[src/rtl/payload_nfa_pkg.sv]
`default_nettype none
// +----------------------------------------------------------------------------+
// | payload_nfa_pkg: shared types and helpers for the payload NFA engine.      |
// | Revision: 1.0                                                              |
// +----------------------------------------------------------------------------+
package payload_nfa_pkg;

   typedef enum logic [0:0] {
      SCAN   = 1'b0,
      REPORT = 1'b1
   } fsm_t;

   localparam int unsigned c_SEL_MAX_W = 4096;

   function automatic int unsigned cidx_w(input int unsigned n);
      return (n <= 2) ? 1 : $clog2(n);
   endfunction

   function automatic int unsigned cls_field(input logic [c_SEL_MAX_W-1:0] sel,
                                             input int unsigned i,
                                             input int unsigned w);
      logic [c_SEL_MAX_W-1:0] v;
      logic [31:0]            mask;
      mask = (32'd1 << w) - 32'd1;
      v    = sel >> (i * w);
      return int'(v[31:0] & mask);
   endfunction

   function automatic logic [31:0] sat_inc(input logic [31:0] v, input int unsigned w);
      logic [31:0] lim;
      lim = (w >= 32) ? 32'hFFFF_FFFF : ((32'd1 << w) - 32'd1);
      return (v >= lim) ? lim : v + 32'd1;
   endfunction

endpackage
`default_nettype wire

[src/rtl/payload_nfa_cell.sv]
`default_nettype none
// +----------------------------------------------------------------------------+
// | payload_nfa_cell: one NFA state flop fed by a class hit and up to three    |
// | predecessor terms. Revision: 1.0                                           |
// +----------------------------------------------------------------------------+
module payload_nfa_cell (
   input  logic       clk,
   input  logic       rst,
   input  logic       i_en,
   input  logic       i_clr,
   input  logic       i_hit,
   input  logic [2:0] i_pred,
   output logic       o_next,
   output logic       o_state
);

   logic r_state;

   assign o_next  = i_hit & (|i_pred);
   assign o_state = r_state;

   always_ff @(posedge clk or posedge rst) begin
      if (rst) begin
         r_state <= 1'b0;
      end else if (i_clr) begin
         r_state <= 1'b0;
      end else if (i_en) begin
         r_state <= o_next;
      end
   end

endmodule
`default_nettype wire

[src/rtl/payload_nfa_engine.sv]
`default_nettype none
// +----------------------------------------------------------------------------+
// | payload_nfa_engine: parametrised shift/NFA chain for a linear PCRE         |
// | fragment with per-packet result handshake. Optional debug ports are        |
// | enabled by PAYLOAD_NFA_DBG_EN. Revision: 1.0                               |
// +----------------------------------------------------------------------------+
module payload_nfa_engine
   import payload_nfa_pkg::*;
#(
   parameter int unsigned NUM_CLASSES = 128,
   parameter int unsigned NUM_STATES  = 19,
   parameter logic [NUM_STATES*cidx_w(NUM_CLASSES)-1:0] CLASS_SEL = '0,
   parameter logic [NUM_STATES-1:0] SELF_LOOP = '0,
   parameter logic [NUM_STATES-1:0] SKIP_PREV = '0,
   parameter bit          ANCHORED    = 1'b0,
   parameter int unsigned OFS_W       = 16,
   parameter int unsigned CNT_W       = 8
)(
   input  logic                   clk,
   input  logic                   sod,
   input  logic                   en,
   input  logic [NUM_CLASSES-1:0] cls_hit,
   input  logic                   eod,
   output logic                   in_ready,
   output logic                   result_valid,
   input  logic                   result_ready,
   output logic                   out,
   output logic [OFS_W-1:0]       match_ofs,
   output logic [CNT_W-1:0]       match_cnt
`ifdef PAYLOAD_NFA_DBG_EN
   ,
   output logic [NUM_STATES-1:0]  dbg_state,
   output logic [OFS_W-1:0]       dbg_bytes
`endif
);

   localparam int unsigned c_CIDX_W = cidx_w(NUM_CLASSES);

   fsm_t                  r_fsm;
   fsm_t                  w_fsm_nxt;
   logic [NUM_STATES-1:0] w_state;
   logic [NUM_STATES-1:0] w_next;
   logic                  r_first;
   logic                  r_out;
   logic [OFS_W-1:0]      r_byte_cnt;
   logic [OFS_W-1:0]      r_match_ofs;
   logic [CNT_W-1:0]      r_match_cnt;
   logic                  w_step;
   logic                  w_clr;
   logic                  w_hit;
   logic                  w_unused_hits;

   assign w_step        = en & (r_fsm == SCAN);
   assign w_clr         = (r_fsm == REPORT) & result_ready;
   assign w_hit         = w_next[NUM_STATES-1];
   assign w_unused_hits = ^cls_hit;

   assign in_ready     = (r_fsm == SCAN);
   assign result_valid = (r_fsm == REPORT);
   assign out          = r_out;
   assign match_ofs    = r_match_ofs;
   assign match_cnt    = r_match_cnt;

   generate
      for (genvar i = 0; i < NUM_STATES; i++) begin : g_state
         localparam int unsigned c_IDX = cls_field(c_SEL_MAX_W'(CLASS_SEL), i, c_CIDX_W);
         localparam int unsigned c_IDX_SAFE = (c_IDX < NUM_CLASSES) ? c_IDX : 0;
         logic [2:0] w_pred;

         if (c_IDX >= NUM_CLASSES) begin : g_bad_sel
            $error("payload_nfa_engine: CLASS_SEL field %0d out of range", i);
         end

         // pred bits: {skip from i-2, self loop, chain from i-1 / start}
         if (i == 0) begin : g_head
            assign w_pred = {1'b0, SELF_LOOP[i] & w_state[i], ANCHORED ? r_first : 1'b1};
         end else if (i == 1) begin : g_second
            assign w_pred = {1'b0, SELF_LOOP[i] & w_state[i], w_state[i-1]};
         end else begin : g_body
            assign w_pred = {SKIP_PREV[i] & w_state[i-2], SELF_LOOP[i] & w_state[i], w_state[i-1]};
         end

         payload_nfa_cell u_cell (
            .clk     (clk),
            .rst     (sod),
            .i_en    (w_step),
            .i_clr   (w_clr),
            .i_hit   (cls_hit[c_IDX_SAFE]),
            .i_pred  (w_pred),
            .o_next  (w_next[i]),
            .o_state (w_state[i])
         );
      end
   endgenerate

   always_ff @(posedge clk or posedge sod) begin
      if (sod) begin
         r_fsm <= SCAN;
      end else begin
         r_fsm <= w_fsm_nxt;
      end
   end

   always_comb begin
      w_fsm_nxt = r_fsm;
      case (r_fsm)
         SCAN:    if (w_step && eod) w_fsm_nxt = REPORT;
         REPORT:  if (result_ready)  w_fsm_nxt = SCAN;
         default: w_fsm_nxt = SCAN;
      endcase
   end

   always_ff @(posedge clk or posedge sod) begin
      if (sod) begin
         r_first     <= 1'b1;
         r_out       <= 1'b0;
         r_byte_cnt  <= '0;
         r_match_ofs <= '0;
         r_match_cnt <= '0;
      end else if (w_clr) begin
         r_first     <= 1'b1;
         r_out       <= 1'b0;
         r_byte_cnt  <= '0;
         r_match_ofs <= '0;
         r_match_cnt <= '0;
      end else if (w_step) begin
         r_first    <= 1'b0;
         r_byte_cnt <= OFS_W'(sat_inc(32'(r_byte_cnt), OFS_W));
         if (w_hit) begin
            r_out       <= 1'b1;
            r_match_cnt <= CNT_W'(sat_inc(32'(r_match_cnt), CNT_W));
            // offset is the pre-increment count, already saturated
            if (!r_out) begin
               r_match_ofs <= r_byte_cnt;
            end
         end
      end
   end

`ifdef PAYLOAD_NFA_DBG_EN
   assign dbg_state = w_state;
   assign dbg_bytes = r_byte_cnt;
`else
   // state vector and byte counter remain internal
`endif

endmodule
`default_nettype wire
[config.mk]
export PLATFORM = sky130hd
export DESIGN_NAME = payload_nfa_engine
export DESIGN_NICKNAME = d
export VERILOG_FILES = /design/src/rtl/payload_nfa_pkg.sv /design/src/rtl/payload_nfa_cell.sv /design/src/rtl/payload_nfa_engine.sv
export SDC_FILE = /design/constraint.sdc
export NUM_CORES = 1
export LEC_CHECK = 0
export CORE_UTILIZATION = 34
export DETAILED_ROUTE_END_ITERATION = 10
export PLACE_DENSITY = 0.84
export SETUP_SLACK_MARGIN = 0.3
export SLEW_MARGIN = 20
export SYNTH_ARGS = -nofsm -noshare
export SYNTH_HDL_FRONTEND = slang
export SYNTH_SLANG_ARGS = --single-unit
[constraint.sdc]
create_clock -name clk -period 1.68 [get_ports clk]
set_input_delay 0.252 -clock clk [delete_from_list [all_inputs] [get_ports clk]]
set_output_delay 0.252 -clock clk [all_outputs]
set_load 0.1 [all_outputs]
Yosys cells after proc, flatten, opt, wreduce, memory -nomap -nowiden:

Cells that the tools add are included.

* flip-flop bits (word level): 60
* input bits: 133
* output and inout port bits: 27
* word-level logic and storage cells: 107

* add/sub/neg operators: 2
* $lt $le $gt $ge: 2
* eq/ne operators: 1
* mux-type cells: 53
* bitwise gates (word level): 21
* reductions and logical operators: 5

Operators with widths (number)
* 16-bit 2-to-1 mux: 7
* 1-bit 2-to-1 mux: 41
* 8-bit 2-to-1 mux: 4
* 1-bit bitwise AND: 20
* 16-bit by 1-bit adder with 16-bit output, second input constant: 1
* 16-bit greater-or-equal comparator, second input constant: 1
* 8-bit by 1-bit adder with 8-bit output, second input constant: 1
* 8-bit greater-or-equal comparator, second input constant: 1
* 2-bit nonzero test: 2
* 3-bit AND reduction: 1
* 2-bit by 1-bit != test with 1-bit output, second input constant: 1
* 1-bit case mux with 2 select lines: 1
* 2-bit AND reduction: 1
* 1-bit logical AND: 1
* 1-bit inverter: 1

Longest topological paths before layout:

* depth in word-level cells: 5
* mapped depth: 7
* depth with buffers taken out: 5

Modules after synthesis:

A second synthesis with hierarchy kept.

* cells, all modules: 333
* area, all modules: 3151.8 sq um

By module, submodules not included
* payload_nfa_engine: times used 1, cells an instance 219, area an instance 2034.5 sq um, sequential area each 1051.0 sq um
* payload_nfa_cell: times used 19, cells an instance 6, area an instance 58.8 sq um, sequential area each 25.0 sq um

Worst setup path after synthesis:

Ideal clock, no wire load.

* path type: register to register
* from: register r_fsm, in the netlist result_valid
* to: register r_match_ofs[8], in the netlist match_ofs[8]
* library setup time: 0.078 ns
* arrival time: 2.124 ns
* required time: 1.602 ns
* setup slack: -0.522 ns
* cell stages (with the launch flop): 8
* buffers on the path: 3
* clock period less this slack: 2.202 ns
* cell sequence: dfrtp_1 and4b_1 clkbuf_1 nand2b_1 clkbuf_1 buf_2 nand2_1 a21oi_1

* longest elaborated chain between the ends: 4
* elaborated cells on any way between the ends: 8
* classes of those cells: eq/ne (1); mux (1); bitwise (3); reduce/logical (3)

Ends and longest elaborated chain
* from (decl): line payload_nfa_engine.sv:39 `fsm_t r_fsm;`
* from (signal assigned): line payload_nfa_engine.sv:100 `r_fsm <= w_fsm_nxt;`
* 1-bit inverter
* 1-bit bitwise AND: line payload_nfa_engine.sv:53 `assign w_step = en & (r_fsm == SCAN);`
* 2-bit nonzero test (no source line)
* 3-bit AND reduction (no source line)
* to (signal assigned): line payload_nfa_engine.sv:134 `r_match_ofs <= r_byte_cnt;`
* to (decl): line payload_nfa_engine.sv:46 `logic [OFS_W-1:0] r_match_ofs;`

Parallel ways exist; a longest one is shown, timed or not.
A chain may end at the register's enable or synchronous reset.

Worst setup path in the final report:

* from: register r_byte_cnt[0]
* to: register r_byte_cnt[15]

* longest elaborated chain between the ends: 4
* elaborated cells on any way between the ends: 5
* classes of those cells: add/sub (1); order compare (1); mux (3)

Ends and longest elaborated chain
* from (decl): line payload_nfa_engine.sv:45 `logic [OFS_W-1:0] r_byte_cnt;`
* from (signal assigned): line payload_nfa_engine.sv:128 `r_byte_cnt <= OFS_W'(sat_inc(32'(r_byte_cnt), OFS_W));`
* 16-bit by 1-bit adder with 16-bit output / 16-bit greater-or-equal comparator (equally long branches): line payload_nfa_pkg.sv:32 `return (v >= lim) ? lim : v + 32'd1;`
* 16-bit 2-to-1 mux *: line payload_nfa_pkg.sv:32
* 16-bit 2-to-1 mux *: line payload_nfa_engine.sv:126 `end else if (w_step) begin`
* 16-bit 2-to-1 mux *: line payload_nfa_engine.sv:120 `end else if (w_clr) begin`

Every way passes the cells marked *; elsewhere a longest branch is shown, timed or not. The select of a mux whose other input is x is not followed.

==> report_table.html <==
<table>
<tr><th>Metric</th><th>Value</th></tr>
<tr><th colspan="2">Place</th></tr>
<tr><td>Routability Congestion</td><td>roughly 0.8</td></tr>
<tr><td>Post-DP Area</td><td>3680 sq um</td></tr>
<tr><td>Port bufs</td><td>32</td></tr>
<tr><td>HPWL reported at the end of detailed placement</td><td>approximately 4400 um</td></tr>
<tr><td>Worst setup timing slack at the placement stage</td><td>-0.144 ns</td></tr>
<tr><th colspan="2">Flow run</th></tr>
<tr><td>MaxCap Viol Count</td><td>0</td></tr>
<tr><th colspan="2">Critical path</th></tr>
<tr><td>Largest fanout of any net on the critical path</td><td>6</td></tr>
<tr><td>Nature of the critical path endpoint</td><td>flop</td></tr>
<tr><td>Arrival time worst endpoint</td><td>1.96 ns</td></tr>
<tr><td>Data required time at the worst endpoint</td><td>1.95 ns</td></tr>
<tr><td>Launching point of the worst reg2reg path</td><td>r_byte_cnt[0]</td></tr>
<tr><td>Kind of critical path</td><td>reg -&gt; reg</td></tr>
<tr><td>Crit path launch</td><td>r_byte_cnt[0]</td></tr>
<tr><td>Worst Setup Start Kind</td><td>flop</td></tr>
<tr><th colspan="2">Timing</th></tr>
<tr><td>Final sum of negative setup slack</td><td>-0.00489 ns</td></tr>
<tr><td>Clock Skews</td><td>0.0103 ns</td></tr>
<tr><td>Slew @ Worst Pin</td><td>~0.41 ns</td></tr>
<tr><td>Final worst-path setup slack</td><td>-0.00489 ns</td></tr>
<tr><td>RSZ-0062 raised after global routing</td><td>true</td></tr>
<tr><td>Relative slew margins</td><td>between 70% and 80%</td></tr>
<tr><td>Setup violators final</td><td>1</td></tr>
<tr><td>Number of slew-limit violations in the final report</td><td>0</td></tr>
<tr><td>Period minus WS final</td><td>1.68 ns</td></tr>
<tr><td>F_max</td><td>594 MHz</td></tr>
<tr><td>Final Hold Fails</td><td>0</td></tr>
<tr><td>Post-route fraction of the period consumed by the critical path</td><td>100%</td></tr>
<tr><th colspan="2">Floorplanning</th></tr>
<tr><td>Initial Utilization</td><td>36.0%</td></tr>
<tr><td>Number of placed I/O pins</td><td>160</td></tr>
<tr><td>Site row count</td><td>31</td></tr>
<tr><td>Die outline area</td><td>8210 sq um</td></tr>
<tr><td>Width of the die</td><td>90.6 um</td></tr>
<tr><td>Core box area</td><td>roughly 7400 sq um</td></tr>
<tr><td>Die boundary height</td><td>90.6 um</td></tr>
<tr><th colspan="2">Power and ir drop</th></tr>
<tr><td>Internal power component</td><td>between 2000 and 2500 uW</td></tr>
<tr><td>Combinational share of power</td><td>18.6%</td></tr>
<tr><td>Power share of the sequential group</td><td>45.7%</td></tr>
<tr><td>Sw Pwr</td><td>approximately 970 uW</td></tr>
<tr><td>Power density cells</td><td>743 nW/um^2</td></tr>
<tr><td>Sw Share</td><td>between 20% and 30%</td></tr>
<tr><td>Leakage power summed over all cells</td><td>0.00209 uW</td></tr>
<tr><td>Clock group share of total power</td><td>35.7%</td></tr>
<tr><td>Largest voltage drop on the vdd net</td><td>0.590 mV</td></tr>
<tr><td>Post-route total power</td><td>between 3000 and 4000 uW</td></tr>
<tr><th colspan="2">CTS</th></tr>
<tr><td>Clock network latency to the later pin of the worst-skew pair</td><td>0.35 ns</td></tr>
<tr><td>Maximum level of the CTS H-tree</td><td>3</td></tr>
<tr><td>Number of buffers on the longest clock path</td><td>2</td></tr>
<tr><td>Clock slew seen by the registers of the worst setup and hold paths</td><td>0.07 ns</td></tr>
<tr><td>Num CTS Buffers</td><td>9</td></tr>
<tr><td>CTS tree</td><td>built</td></tr>
<tr><td>Sinks on Clock Net</td><td>60</td></tr>
<tr><td>CTS root buffer</td><td>sky130_fd_sc_hd__clkbuf_8</td></tr>
<tr><th colspan="2">Finish</th></tr>
<tr><td>Share of post-route cells with drive strength above 1</td><td>50.3%</td></tr>
<tr><td>Synth-to-Final Area Change</td><td>70.6%</td></tr>
<tr><td>Post-layout nets</td><td>494</td></tr>
<tr><td>Final design instance area without fill</td><td>4550 sq um</td></tr>
<tr><td>Count of inserted antenna diode cells</td><td>0</td></tr>
<tr><th colspan="2">Logic synthesis</th></tr>
<tr><td>Total of warnings raised by yosys</td><td>0</td></tr>
<tr><td>Number of standard cells after synthesis</td><td>265</td></tr>
<tr><td>Netlist Area Pre-Place</td><td>around 2700 sq um</td></tr>
<tr><td>Async set or reset register ratio after synthesis</td><td>100%</td></tr>
<tr><td>Number of flip-flops and latches in the synthesized netlist</td><td>60</td></tr>
<tr><td>Sequential area share after synthesis</td><td>between 50% and 60%</td></tr>
<tr><td>Net count of the mapped netlist</td><td>400</td></tr>
<tr><td>Synthesized area divided by synthesized cell count</td><td>10.1 sq um</td></tr>
<tr><td>Flip-flop cell with the highest count after synthesis</td><td>sky130_fd_sc_hd__dfrtp_1</td></tr>
<tr><td>Number of flops mapped to enable cells by yosys</td><td>0</td></tr>
<tr><td>Yosys cell types</td><td>43</td></tr>
<tr><th colspan="2">Run status</th></tr>
<tr><td>Status</td><td>complete, but fails checks</td></tr>
<tr><td>Violated checks</td><td>setup timing</td></tr>
<tr><th colspan="2">Drt</th></tr>
<tr><td>Antenna viol nets, final</td><td>0</td></tr>
<tr><td>Post-route DRC violation count</td><td>0</td></tr>
<tr><td>Number of vias per cell</td><td>6.01</td></tr>
<tr><td>Total iterations of the first detailed-routing run</td><td>5</td></tr>
<tr><td>Total wire length</td><td>9170 um</td></tr>
<tr><td>Post-detailed-route wirelength per cell</td><td>19.8 um</td></tr>
<tr><td>Vias post-DR</td><td>roughly 2,800</td></tr>
<tr><td>DRT iter0 DRCs</td><td>283</td></tr>
<tr><th colspan="2">Global routing</th></tr>
<tr><td>Pin count of the biggest net entering global routing</td><td>around 60</td></tr>
<tr><td>Antenna violations before repair</td><td>0</td></tr>
<tr><td>Wire length of the first global-routing pass</td><td>12,800 um</td></tr>
<tr><td>Total overflow reported by the global router</td><td>0</td></tr>
<tr><td>Global router's overall resource usage</td><td>19.7%</td></tr>
<tr><td>Number of global-route vias before repair</td><td>between 2,000 and 3,000</td></tr>
<tr><th colspan="2">Hold path</th></tr>
<tr><td>Hold Path Class</td><td>in -&gt; async</td></tr>
</table>
-- critical path, stage by stage, from the launching register on --
cell                      delay (ns)
sky130_fd_sc_hd__dfrtp_1        0.44
sky130_fd_sc_hd__ha_4           0.19
sky130_fd_sc_hd__nand3_2        0.11
sky130_fd_sc_hd__or4_4          0.52
sky130_fd_sc_hd__and4_1         0.23
sky130_fd_sc_hd__nor3_2         0.11
-- what timing repair did --
| item | CTS | global route |
|---|---|---|
| endpoints found under the setup margin | 42 | 60 |
| hold buffers | 0 | 0 |
| setup buffers | 19 | 11 |
| pin swaps | 15 | 37 |
| resized for setup | 29 | 60 |
| gates cloned | 2 | 1 |
-- per-layer routing --
layer	vias to the layer above	routed length, um	track usage [%]
li1	1153	-	-
met1	1365	3370	23.3
met2	201	4520	31.7
met3	63	759	6.99
met4	0	531	9.95
met5	-	0	0
-- layout by cell type (no fill, tap or decap), types with 5 or more instances in the layout --
master	count
sky130_fd_sc_hd__dfrtp_1	50
sky130_fd_sc_hd__buf_4	42
sky130_fd_sc_hd__buf_12	34
sky130_fd_sc_hd__nand2_1	29
sky130_fd_sc_hd__a22o_1	17
sky130_fd_sc_hd__a21oi_1	15
sky130_fd_sc_hd__a21oi_2	15
sky130_fd_sc_hd__buf_6	14
sky130_fd_sc_hd__clkbuf_8	12
sky130_fd_sc_hd__nand2_4	11
sky130_fd_sc_hd__nor2_1	8
sky130_fd_sc_hd__o21ai_0	8
sky130_fd_sc_hd__dfrtp_2	7
sky130_fd_sc_hd__a31oi_1	6
sky130_fd_sc_hd__nor3_1	6
sky130_fd_sc_hd__nand3_1	6
sky130_fd_sc_hd__nor3_2	5
sky130_fd_sc_hd__inv_1	5
sky130_fd_sc_hd__clkdlybuf4s50_1	5
-- state kept, by name (all words and copies together) (netlist names) --
register / flops
match_ofs: 16
out: 1
result_valid: 1
g_state.u_cell.o_state: 18
match_cnt: 8
r_byte_cnt: 16
-- final cells by class --
cell class,count,area [sq um]
clock buffer,15,176
tap,99,124
timing repair buffer,97,1250
fill,507,2850
clock inverter,1,5.00
multi-input combinational,184,1450
sequential,60,1520
inverter,7,35.0
-- Yosys cell counts, drive strengths merged, types with 2 or more instances --
library cell  instances  area (sq um)
dfrtp                60          1500
nand2                43           161
a21oi                30           154
a22o                 17           149
nor2                 14          52.6
o21ai                12          60.1
nor3                 11          60.1
clkbuf               10          38.8
nand3                 9          45.0
a31oi                 8          50.1
inv                   7          26.3
nor4                  6          52.6
buf                   5          28.8
nand4                 4          46.3
a211oi                2          15.0
a41oi                 2          17.5
and2                  2          12.5
and3                  2          12.5
and4                  2          17.5
and4b                 2          20.0
ha                    2          25.0
nand2b                2          12.5
-- path summary, 6_finish.rpt --
kind / depth (start not counted) / slack, ns / endpoint
max in group asynchronous: 3 / 1.05 / match_cnt[1]
worst max-delay path: 5 / -0.005 / r_byte_cnt[15]
worst max register to register: 5 / -0.005 / r_byte_cnt[15]
worst min-delay path: 3 / 0.32 / g_state[12].u_cell.o_state
min in group clk: 3 / 0.46 / result_valid
worst min register to register: 1 / 0.48 / g_state[0].u_cell.o_state
-- power groups by stage --
stage	registers [uW]	clock network, uW	logic, uW
2_1_floorplan	1570	0	249
3_3_place_gp	1550	0	430
3_5_place_dp	1550	0	444
4_1_cts	1530	1200	519
5_1_grt	1550	1310	670
6_report	1550	1210	630
-- metrics by stage --
| step | hold WS, ns | utilization (%) | std cells |
|---|---|---|---|
| floorplan | 0.358 | - | 265 |
| global placement | 0.463 | 49.7 | 414 |
| detailed placement | 0.474 | 49.7 | 414 |
| CTS | 0.341 | 56.9 | 451 |
| global route | 0.369 | 61.5 | 463 |
| finish | 0.321 | 61.5 | 463 |
-- kinds of logic after synthesis --
logic type / count (synthesis) / synth area share [%]
adder cells (fa/ha/maj): 2 / 0.937
multiplexers: 1 / 0.375
flip-flops: 60 / 56.2
buffers and inverters: 22 / 3.51
AND/OR/NAND/NOR: 103 / 20.3
AO/OA/AOI/OAI: 77 / 18.7
Power figures use the tool's default switching activity.
